--- src/rtl/cache_arbiter_controller.sv ---
// Dual-port (instruction + data) cache controller with round-robin arbitration of misses to memory.
// Optional CC_PERF_CNT_EN adds hit/miss performance counters.
module cache_arbiter_controller #(
  parameter int unsigned ADDR_W = 16,
  parameter int unsigned WORD_W = 16,
  parameter int unsigned OFF_W  = 2,
  parameter int unsigned IDX_W  = 6,
  localparam int unsigned TAG_W  = ADDR_W - IDX_W - OFF_W,
  localparam int unsigned LINE_W = WORD_W << OFF_W,
  localparam int unsigned LA_W   = TAG_W + IDX_W
) (
  input  logic              clk,
  input  logic              rst,
  input  logic              i_req,
  input  logic [ADDR_W-1:0] i_addr,
  output logic              i_rdy,
  input  logic              d_req,
  input  logic              d_wr,
  input  logic [ADDR_W-1:0] d_addr,
  input  logic [WORD_W-1:0] d_wdata,
  output logic              d_rdy,
  output logic [LA_W-1:0]   ic_addr,
  output logic              ic_re,
  output logic              ic_we,
  input  logic              ic_hit,
  output logic [LA_W-1:0]   dc_addr,
  output logic              dc_re,
  output logic              dc_we,
  output logic              dc_dirty_w,
  input  logic              dc_hit,
  input  logic              dc_dirty,
  input  logic [TAG_W-1:0]  dc_tag,
  input  logic [LINE_W-1:0] dc_rline,
  output logic [LINE_W-1:0] c_wline,
  output logic [LA_W-1:0]   m_addr,
  output logic              m_re,
  output logic              m_we,
  output logic [LINE_W-1:0] m_wline,
  input  logic [LINE_W-1:0] m_rline,
  input  logic              m_rdy
`ifdef CC_PERF_CNT_EN
  ,
  output logic [31:0]       perf_hit,
  output logic [31:0]       perf_miss
`endif
);

  typedef enum logic [1:0] {StIdle, StWb, StFill, StResp} state_e;

  state_e state_q, state_d;
  logic   sel_q, sel_d;  // 0 = I port being served, 1 = D port
  logic   pri_q, pri_d;  // port that wins the next dual miss

  logic [LA_W-1:0]   i_line, d_line;
  logic [IDX_W-1:0]  d_idx;
  logic [OFF_W-1:0]  d_off;
  logic              i_hit, d_hit, i_miss, d_miss, gnt_d;
  logic [LINE_W-1:0] merge_base, merged;
  logic              unused_i_off;

  assign i_line       = i_addr[ADDR_W-1:OFF_W];
  assign d_line       = d_addr[ADDR_W-1:OFF_W];
  assign d_idx        = d_addr[OFF_W +: IDX_W];
  assign d_off        = d_addr[OFF_W-1:0];
  assign unused_i_off = ^i_addr[OFF_W-1:0];

  assign i_hit  = i_req & ic_hit;
  assign d_hit  = d_req & dc_hit;
  assign i_miss = i_req & ~ic_hit;
  assign d_miss = d_req & ~dc_hit;
  assign gnt_d  = d_miss & (~i_miss | pri_q);

  // Store data merges into the cached line on a hit, into the fetched line on a write miss.
  always_comb begin
    merge_base = (state_q == StFill) ? m_rline : dc_rline;
    merged     = merge_base;
    merged[d_off*WORD_W +: WORD_W] = d_wdata;
  end

  always_ff @(posedge clk) begin
    if (rst) begin
      state_q <= StIdle;
      sel_q   <= 1'b0;
      pri_q   <= 1'b0;
    end else begin
      state_q <= state_d;
      sel_q   <= sel_d;
      pri_q   <= pri_d;
    end
  end

  always_comb begin
    state_d    = state_q;
    sel_d      = sel_q;
    pri_d      = pri_q;
    i_rdy      = 1'b0;
    d_rdy      = 1'b0;
    ic_addr    = '0;
    ic_re      = 1'b0;
    ic_we      = 1'b0;
    dc_addr    = '0;
    dc_re      = 1'b0;
    dc_we      = 1'b0;
    dc_dirty_w = 1'b0;
    c_wline    = '0;
    m_addr     = '0;
    m_re       = 1'b0;
    m_we       = 1'b0;
    m_wline    = '0;
    if (!rst) begin
      ic_addr = i_line;
      dc_addr = d_line;
      d_rdy   = ~d_req;
      case (state_q)
        StIdle: begin
          ic_re = i_req;
          dc_re = d_req;
          i_rdy = i_hit;
          if (d_hit) begin
            d_rdy = 1'b1;
            if (d_wr) begin
              dc_we      = 1'b1;
              dc_dirty_w = 1'b1;
              c_wline    = merged;
            end
          end
          if (i_miss || d_miss) begin
            sel_d = gnt_d;
            if (i_miss && d_miss) pri_d = ~pri_q;
            if (gnt_d && dc_dirty) begin
              m_we    = 1'b1;
              m_addr  = {dc_tag, d_idx};
              m_wline = dc_rline;
              state_d = StWb;
            end else begin
              m_re    = 1'b1;
              m_addr  = gnt_d ? d_line : i_line;
              state_d = StFill;
            end
          end
        end
        StWb: begin
          dc_re = 1'b1;
          if (m_rdy) begin
            m_re    = 1'b1;
            m_addr  = d_line;
            state_d = StFill;
          end else begin
            m_we    = 1'b1;
            m_addr  = {dc_tag, d_idx};
            m_wline = dc_rline;
          end
        end
        StFill: begin
          m_re   = 1'b1;
          m_addr = sel_q ? d_line : i_line;
          if (m_rdy) begin
            if (!sel_q) begin
              ic_we   = 1'b1;
              c_wline = m_rline;
              state_d = StResp;
            end else if (d_req && d_wr) begin
              dc_we      = 1'b1;
              dc_dirty_w = 1'b1;
              c_wline    = merged;
              d_rdy      = 1'b1;
              state_d    = StIdle;
            end else begin
              dc_we   = 1'b1;
              c_wline = m_rline;
              state_d = StResp;
            end
          end
        end
        StResp: begin
          if (!sel_q) begin
            ic_re = 1'b1;
            i_rdy = i_req;
          end else begin
            dc_re = 1'b1;
            d_rdy = 1'b1;
          end
          state_d = StIdle;
        end
        default: state_d = StIdle;
      endcase
    end
  end

`ifdef CC_PERF_CNT_EN
  logic [1:0] hit_inc;
  logic       miss_inc;

  always_comb begin
    hit_inc  = '0;
    miss_inc = 1'b0;
    if (state_q == StIdle) begin
      hit_inc  = {1'b0, i_hit} + {1'b0, d_hit};
      miss_inc = i_miss | d_miss;
    end
  end

  always_ff @(posedge clk) begin
    if (rst) begin
      perf_hit  <= '0;
      perf_miss <= '0;
    end else begin
      perf_hit  <= perf_hit + {30'd0, hit_inc};
      perf_miss <= perf_miss + {31'd0, miss_inc};
    end
  end
`endif

endmodule

--- config.mk ---
export PLATFORM = sky130hd
export DESIGN_NAME = cache_arbiter_controller
export DESIGN_NICKNAME = d
export VERILOG_FILES = /design/src/rtl/cache_arbiter_controller.sv
export SDC_FILE = /design/constraint.sdc
export NUM_CORES = 1
export LEC_CHECK = 0
export BUFFER_PORTS_ARGS = -buffer_cell sky130_fd_sc_hd__buf_2
export CAP_MARGIN = 20
export CORE_AREA = 2 2 143 145
export CTS_CLUSTER_SIZE = 8
export DETAILED_ROUTE_END_ITERATION = 10
export DIE_AREA = 0 0 145 147
export GPL_ROUTABILITY_DRIVEN = 0
export GPL_TIMING_DRIVEN = 1
export HOLD_SLACK_MARGIN = 0.05
export PLACE_DENSITY = 0.54
export RECOVER_POWER = 25
export SLEW_MARGIN = 5
export SYNTH_ARGS = -nofsm -noshare
export SYNTH_HDL_FRONTEND = slang
export SYNTH_SLANG_ARGS = --single-unit
--- constraint.sdc ---
create_clock -name clk -period 3.2 [get_ports clk]
set_input_delay 0.96 -clock clk [delete_from_list [all_inputs] [get_ports clk]]
set_output_delay 0.96 -clock clk [all_outputs]
set_load 0.05 [all_outputs]
# Word-level counts from Yosys, hierarchy flattened
# Index checks and enable logic that the tools add are counted.
# totals
reg_bits	4
input_bits	193
output_inout_bits	179
elab_cells	100
# op_classes
n_addsub	1
n_eq_ne	6
shifts	2
n_mux	69
n_bitwise	11
n_reduce_logical	8
# ops
cell	count
$mux 64	11
$pmux 64 s2	2
$mux 14	8
$bwmux 64	1
$shift 16x34->64 const A	1
$shiftx 16x34->64	1
$pmux 14 s3	1
$neg 6->34	1
$mux 1	31
$mux 2	6
$pmux 1 s2	5
$pmux 1 s3	3
$pmux 2 s4	1
$ne 2x2->1 const B	3
$reduce_and 3->1	2
$and 1x1->1	5
$not 1->1	5
$eq 2x2->1 const B	2
$logic_and 1x1->1	3
$eq 2x1->1 const B	1
$logic_not 2->1	1
$reduce_and 2->1	1
$logic_or 1x1->1	1
$or 1x1->1	1

# Depth between registers and ports, before layout
# logic_depth
word_depth	10
mapped_depth	8
depth_no_buf	6

# Worst setup path before layout
# OpenSTA, ideal clock, no wires.
# synth_path
path_type	input-to-output
start	input rst
end	output i_rdy
t_arrival_ps	3043
slack_ps	-803
stages	3
path_buffers	2
path_cell_list	clkbuf_1 clkbuf_1 nor4b_1
# synth_via
elab_chain_len	1
# synth_rtl
item	line	source
from (decl)	13	input logic rst,
$mux 1	110	if (!rst) begin
to (decl)	16	output logic i_rdy,
# Every way passes these cells.

# Worst setup path in the final report
# layout_path
start	input d_addr[0]
end	output c_wline[3]
# layout_via
elab_chain_len	8
# layout_rtl
item	line	source
from (decl)	19	input logic [ADDR_W-1:0] d_addr,
$neg 6->34 *	77	merged[d_off*WORD_W +: WORD_W] = d_wdata;
$shiftx 16x34->64 or $shift 16x34->64 (tied branches)	77	
$bwmux 64 *	77	
$mux 64	162	end else if (d_req && d_wr) begin
$mux 64	158	if (!sel_q) begin
$mux 64	157	if (m_rdy) begin
$pmux 64 s2 *	114	case (state_q)
$mux 64 *	110	
to (decl)	34	output logic [LINE_W-1:0] c_wline,
# Mark *: on every way between the ends. The rest lies on a longest branch, timed or not.

==> summary by stage <==
Clock network
The clock tree from TritonCTS is yes. Clock tree synthesis selected as its root buffer the cell sky130_fd_sc_hd__clkbuf_16. The TritonCTS buffer count is 3. The later pin in the worst-skew pair is clocked with a latency of 220 ps. The clock transition at the registers of the reported paths is ~30 ps. The deepest clock path buffer count is 2. The number of hold buffers added after CTS was 0. In this run the number of H-tree levels came out at 1.

For this design, the sink count on the clock tree is 4.

Synthesis
The post-synthesis cell count is around 720. After synthesis the netlist holds a flip-flop and latch count of 4. Sequential elements use 1.79% of the synthesized area. The count of distinct cell types in the synthesized netlist is 50.

Among all flip-flop cells after synthesis, the most frequent one is sky130_fd_sc_hd__dfxtp_1. The area share of the largest cell type after synthesis is roughly 16%. After synthesis the cells add up to roughly 4500 µm².

For this run, the number of Yosys warnings is 0. A synthesized cell averages approximately 6.2 µm². The post-synthesis cell type with the largest combined area is sky130_fd_sc_hd__mux2i_1. For this run, asynchronously set or reset flops after synthesis account for 0%. Sorting the synthesized cells by area gives the leading types as sky130_fd_sc_hd__mux2i_1, sky130_fd_sc_hd__a211oi_1, sky130_fd_sc_hd__and3_1. Yosys mapped a number of flops with a built-in enable equal to 0.

When the netlist entered floorplanning its net count stood at 919.

Floorplan
The floorplan step set the die width to ~150 µm. The floorplan has 52 rows. The number of top-level design ports is approximately 370. From bottom edge to top edge, the die measures roughly 150 µm. The initial core utilization is a little under a quarter. In this run the standard cell core region covers a little under 20,000 µm².

The area of the die is 21,300 µm².

Drt
The number of DRC violations after detailed-routing iteration 0 is between 300 and 400. The final layout contains routed wiring with a total length of about 30 mm. The vias after detailed routing is 7,916. The routed wire length per instance is 20.1 µm. The detail route stage leaves a number of antenna-violating nets equal to 0. The via density per instance is around 5.3. The first-pass iteration count of the detailed router is 4. The number of remaining DRC errors is 0.

Critical path
Counting cells, the worst reg-to-reg path comes to 8. The end of the worst register-to-register path is state_q[1]$_SDFFE_PP0P_. The startpoint-to-endpoint class of the critical path is in -> out. The worst setup path is launched from a primary input. Data on the critical path arrives at its endpoint at ~2600 ps.

The data required time of the worst path is 2240 ps. The startpoint identified for the worst register-to-register timing path is state_q[0]$_SDFFE_PP0P_. The capturing element type of the critical path is a primary output.

Of all nets on the critical path, the largest fanout is 17. The slack of the worst reg-to-reg path is roughly 1400 ps.

Job
Max-cap violations in this run came to 0.

Global route
The total global routing overflow is 0. The overall track demand over capacity in global routing is between 20% and 30%. The initial antenna violation count was 3. The first-pass GRT wire length is 46.1 mm.

The via count of the first global-routing pass is roughly 8,000. Entering global routing, the biggest net connects 45 pins.

Layout
Once layout is complete, the cells apart from fillers number about 1,500. Once layout is complete, the utilization of the core stands at 63.5%. The area growth from synthesis to layout is 182%. For this run, the post-layout net count is 1,430.

Once layout is done, the placed cells without fillers occupy about 13,000 µm². The number of filler instances in the final layout is around 1,600. The share of layout cells above drive strength 1 is between 70% and 80%.

STA
The clock arrives with 0.616 ps of skew. The share of the cycle needed by the critical path after routing is 111%. Timing would allow up to 0.283 GHz. The relative max-transition margin is 54.6%. Across all setup checks in the final design, the least slack found is -337 ps.

The count of pins over their slew limit is 0. The transition time at the pin with the least slew margin is 681 ps. The count of endpoints failing hold in the final timing report is 0. The time the worst path needs with I/O delays and setup is 3540 ps. Setup repair after global routing could not meet its margin everywhere. The setup-violating endpoint count in the final report is 121.

Min path
The cell depth of the worst min-delay path is 2. The worst hold path terminates at state_q[0]$_SDFFE_PP0P_. The start point of the worst min-delay path is state_q[0]$_SDFFE_PP0P_. The type of the tightest min-delay check is reg -> reg.

Placed design
After detailed placement, the total cell area comes to between 10,000 and 15,000 µm². Prior to clock tree synthesis, the placed netlist has a worst setup slack of -480 ps. The HPWL after detailed placement is 21.3 mm. The number of cells after detailed placement is approximately 1,500.

The port buffer count is ~370.

Status
The run finished, with violations left. The final reports fail on negative setup slack.

Power and ir drop
The power density of the placed cells is 381 nW/µm². Summed over all cells, the static leakage comes to a little under 0.005 µW. The largest voltage drop on the vdd net is just under 200 µV.
worst max-delay path by stage:
stage | start | to | slack (ps) | depth (start not counted)
3_3_place_gp | d_addr[0] | c_wline[52] | -460 | 8
4_1_cts | d_addr[0] | c_wline[54] | -350 | 8
3_5_place_dp | d_addr[0] | c_wline[52] | -480 | 8
2_1_floorplan | i_req | m_addr[10] | -270 | 4
6_report | d_addr[0] | c_wline[3] | -340 | 10
5_1_grt | d_addr[0] | c_wline[3] | -400 | 10
kinds of logic after synthesis:
logic type | Yosys count | share of synthesized area (%)
and+or+nand+nor | 217 | 25.9
adders and majority gates | 9 | 2.52
buffers and inverters | 107 | 9.89
xor gates and xnor gates | 1 | 0.196
muxes | 77 | 17.5
DFF | 4 | 1.79
AOI/OAI and AO/OA | 302 | 42.2
per-stage QoR:
step | hold WS (ps) | TNS (ps) | total power [µW]
global placement | 575 | -41400 | 3820
CTS | 585 | -24560 | 4610
floorplan | 547 | -11650 | 2710
global route | 640 | -30210 | 5040
detailed placement | 579 | -43680 | 3840
finish | 604 | -22110 | 4800
timing repair:
| item | in CTS | in global routing |
|---|---|---|
| setup buffers | 16 | 12 |
| hold endpoints to repair | 0 | 0 |
| resized for setup | 398 | 88 |
| cloned | 7 | 3 |
| setup endpoints to repair | 145 | 146 |
| pin swaps | 56 | 57 |
flip-flops by register name (all words and copies together) (netlist names):
signal and flops:
state_q 2, pri_q 1, sel_q 1
power by group:
group	switching, µW	internal [µW]
Clock	35.3	160
Combinational	2600	1930
Sequential	18.3	63.7
synth_stat cells, types with 3 or more instances:
library cell and n:
sky130_fd_sc_hd__a21oi_1 76, sky130_fd_sc_hd__mux2i_1 70, sky130_fd_sc_hd__nor2_1 68, sky130_fd_sc_hd__clkbuf_1 67, sky130_fd_sc_hd__and3_1 66, sky130_fd_sc_hd__a211oi_1 63, sky130_fd_sc_hd__o22ai_1 63, sky130_fd_sc_hd__o21ai_0 58
sky130_fd_sc_hd__nor2b_1 30, sky130_fd_sc_hd__buf_2 23, sky130_fd_sc_hd__nand2_1 15, sky130_fd_sc_hd__nand3_1 14, sky130_fd_sc_hd__a22o_1 12, sky130_fd_sc_hd__ha_1 9, sky130_fd_sc_hd__inv_1 9, sky130_fd_sc_hd__o21ai_1 9
sky130_fd_sc_hd__mux2_2 7, sky130_fd_sc_hd__o211ai_1 7, sky130_fd_sc_hd__clkbuf_2 6, sky130_fd_sc_hd__nor3_1 5, sky130_fd_sc_hd__dfxtp_1 4, sky130_fd_sc_hd__nand2b_1 3
per-layer routing:
layer  part of all wire [%]  vias up  GRT usage, %
li1                       -     3748             -
met1                     41     3852          33.9
met2                     52      270          48.8
met3                    4.2       46          2.64
met4                    2.9        0          7.52
met5                      0        -             0
final cells by class:
class / instances / area [µm²] / area share [%]
clock buffers: 3 / 75.1 / 0.595
inverters: 9 / 37.5 / 0.298
flip-flops and latches: 4 / 80.1 / 0.635
repair buffers: 604 / 5510 / 43.7
multi-input cells: 606 / 6560 / 52.0
well taps: 270 / 338 / 2.68
diodes: 4 / 10.0 / 0.0794
worst max-delay path: stages:
cell,delay [ps]
sky130_fd_sc_hd__buf_8,80
sky130_fd_sc_hd__clkinvlp_4,140
sky130_fd_sc_hd__ha_4,280
sky130_fd_sc_hd__buf_4,140
sky130_fd_sc_hd__nor3b_4,200
sky130_fd_sc_hd__buf_12,190
sky130_fd_sc_hd__buf_12,140
sky130_fd_sc_hd__a21oi_4,60
sky130_fd_sc_hd__o22ai_4,200
sky130_fd_sc_hd__buf_6,180
layout by cell type (no fill, tap or decap), types with 3 or more instances in the layout:
cell type and n:
sky130_fd_sc_hd__diode_2 4, sky130_fd_sc_hd__nor2_1 59, sky130_fd_sc_hd__nand3_2 3, sky130_fd_sc_hd__o21ai_2 3
sky130_fd_sc_hd__nor2_2 8, sky130_fd_sc_hd__nand3_1 10, sky130_fd_sc_hd__o211ai_1 7, sky130_fd_sc_hd__buf_4 167
sky130_fd_sc_hd__a21oi_2 10, sky130_fd_sc_hd__dfxtp_1 4, sky130_fd_sc_hd__a21oi_4 54, sky130_fd_sc_hd__o22ai_4 63
sky130_fd_sc_hd__buf_8 66, sky130_fd_sc_hd__clkbuf_2 9, sky130_fd_sc_hd__inv_1 6, sky130_fd_sc_hd__mux2_2 7
sky130_fd_sc_hd__o21ai_1 9, sky130_fd_sc_hd__and3_4 42, sky130_fd_sc_hd__clkbuf_16 6, sky130_fd_sc_hd__a21oi_1 12
sky130_fd_sc_hd__buf_2 211, sky130_fd_sc_hd__nor2b_1 29, sky130_fd_sc_hd__a211oi_2 19, sky130_fd_sc_hd__a211oi_4 40
sky130_fd_sc_hd__buf_16 3, sky130_fd_sc_hd__o21ai_0 55, sky130_fd_sc_hd__buf_6 98, sky130_fd_sc_hd__a211oi_1 4
sky130_fd_sc_hd__buf_12 44, sky130_fd_sc_hd__ha_2 3, sky130_fd_sc_hd__ha_4 4, sky130_fd_sc_hd__and3_2 24
sky130_fd_sc_hd__a22o_1 11, sky130_fd_sc_hd__mux2i_1 70, sky130_fd_sc_hd__nand2_1 12
Power figures use the tool's default switching activity.
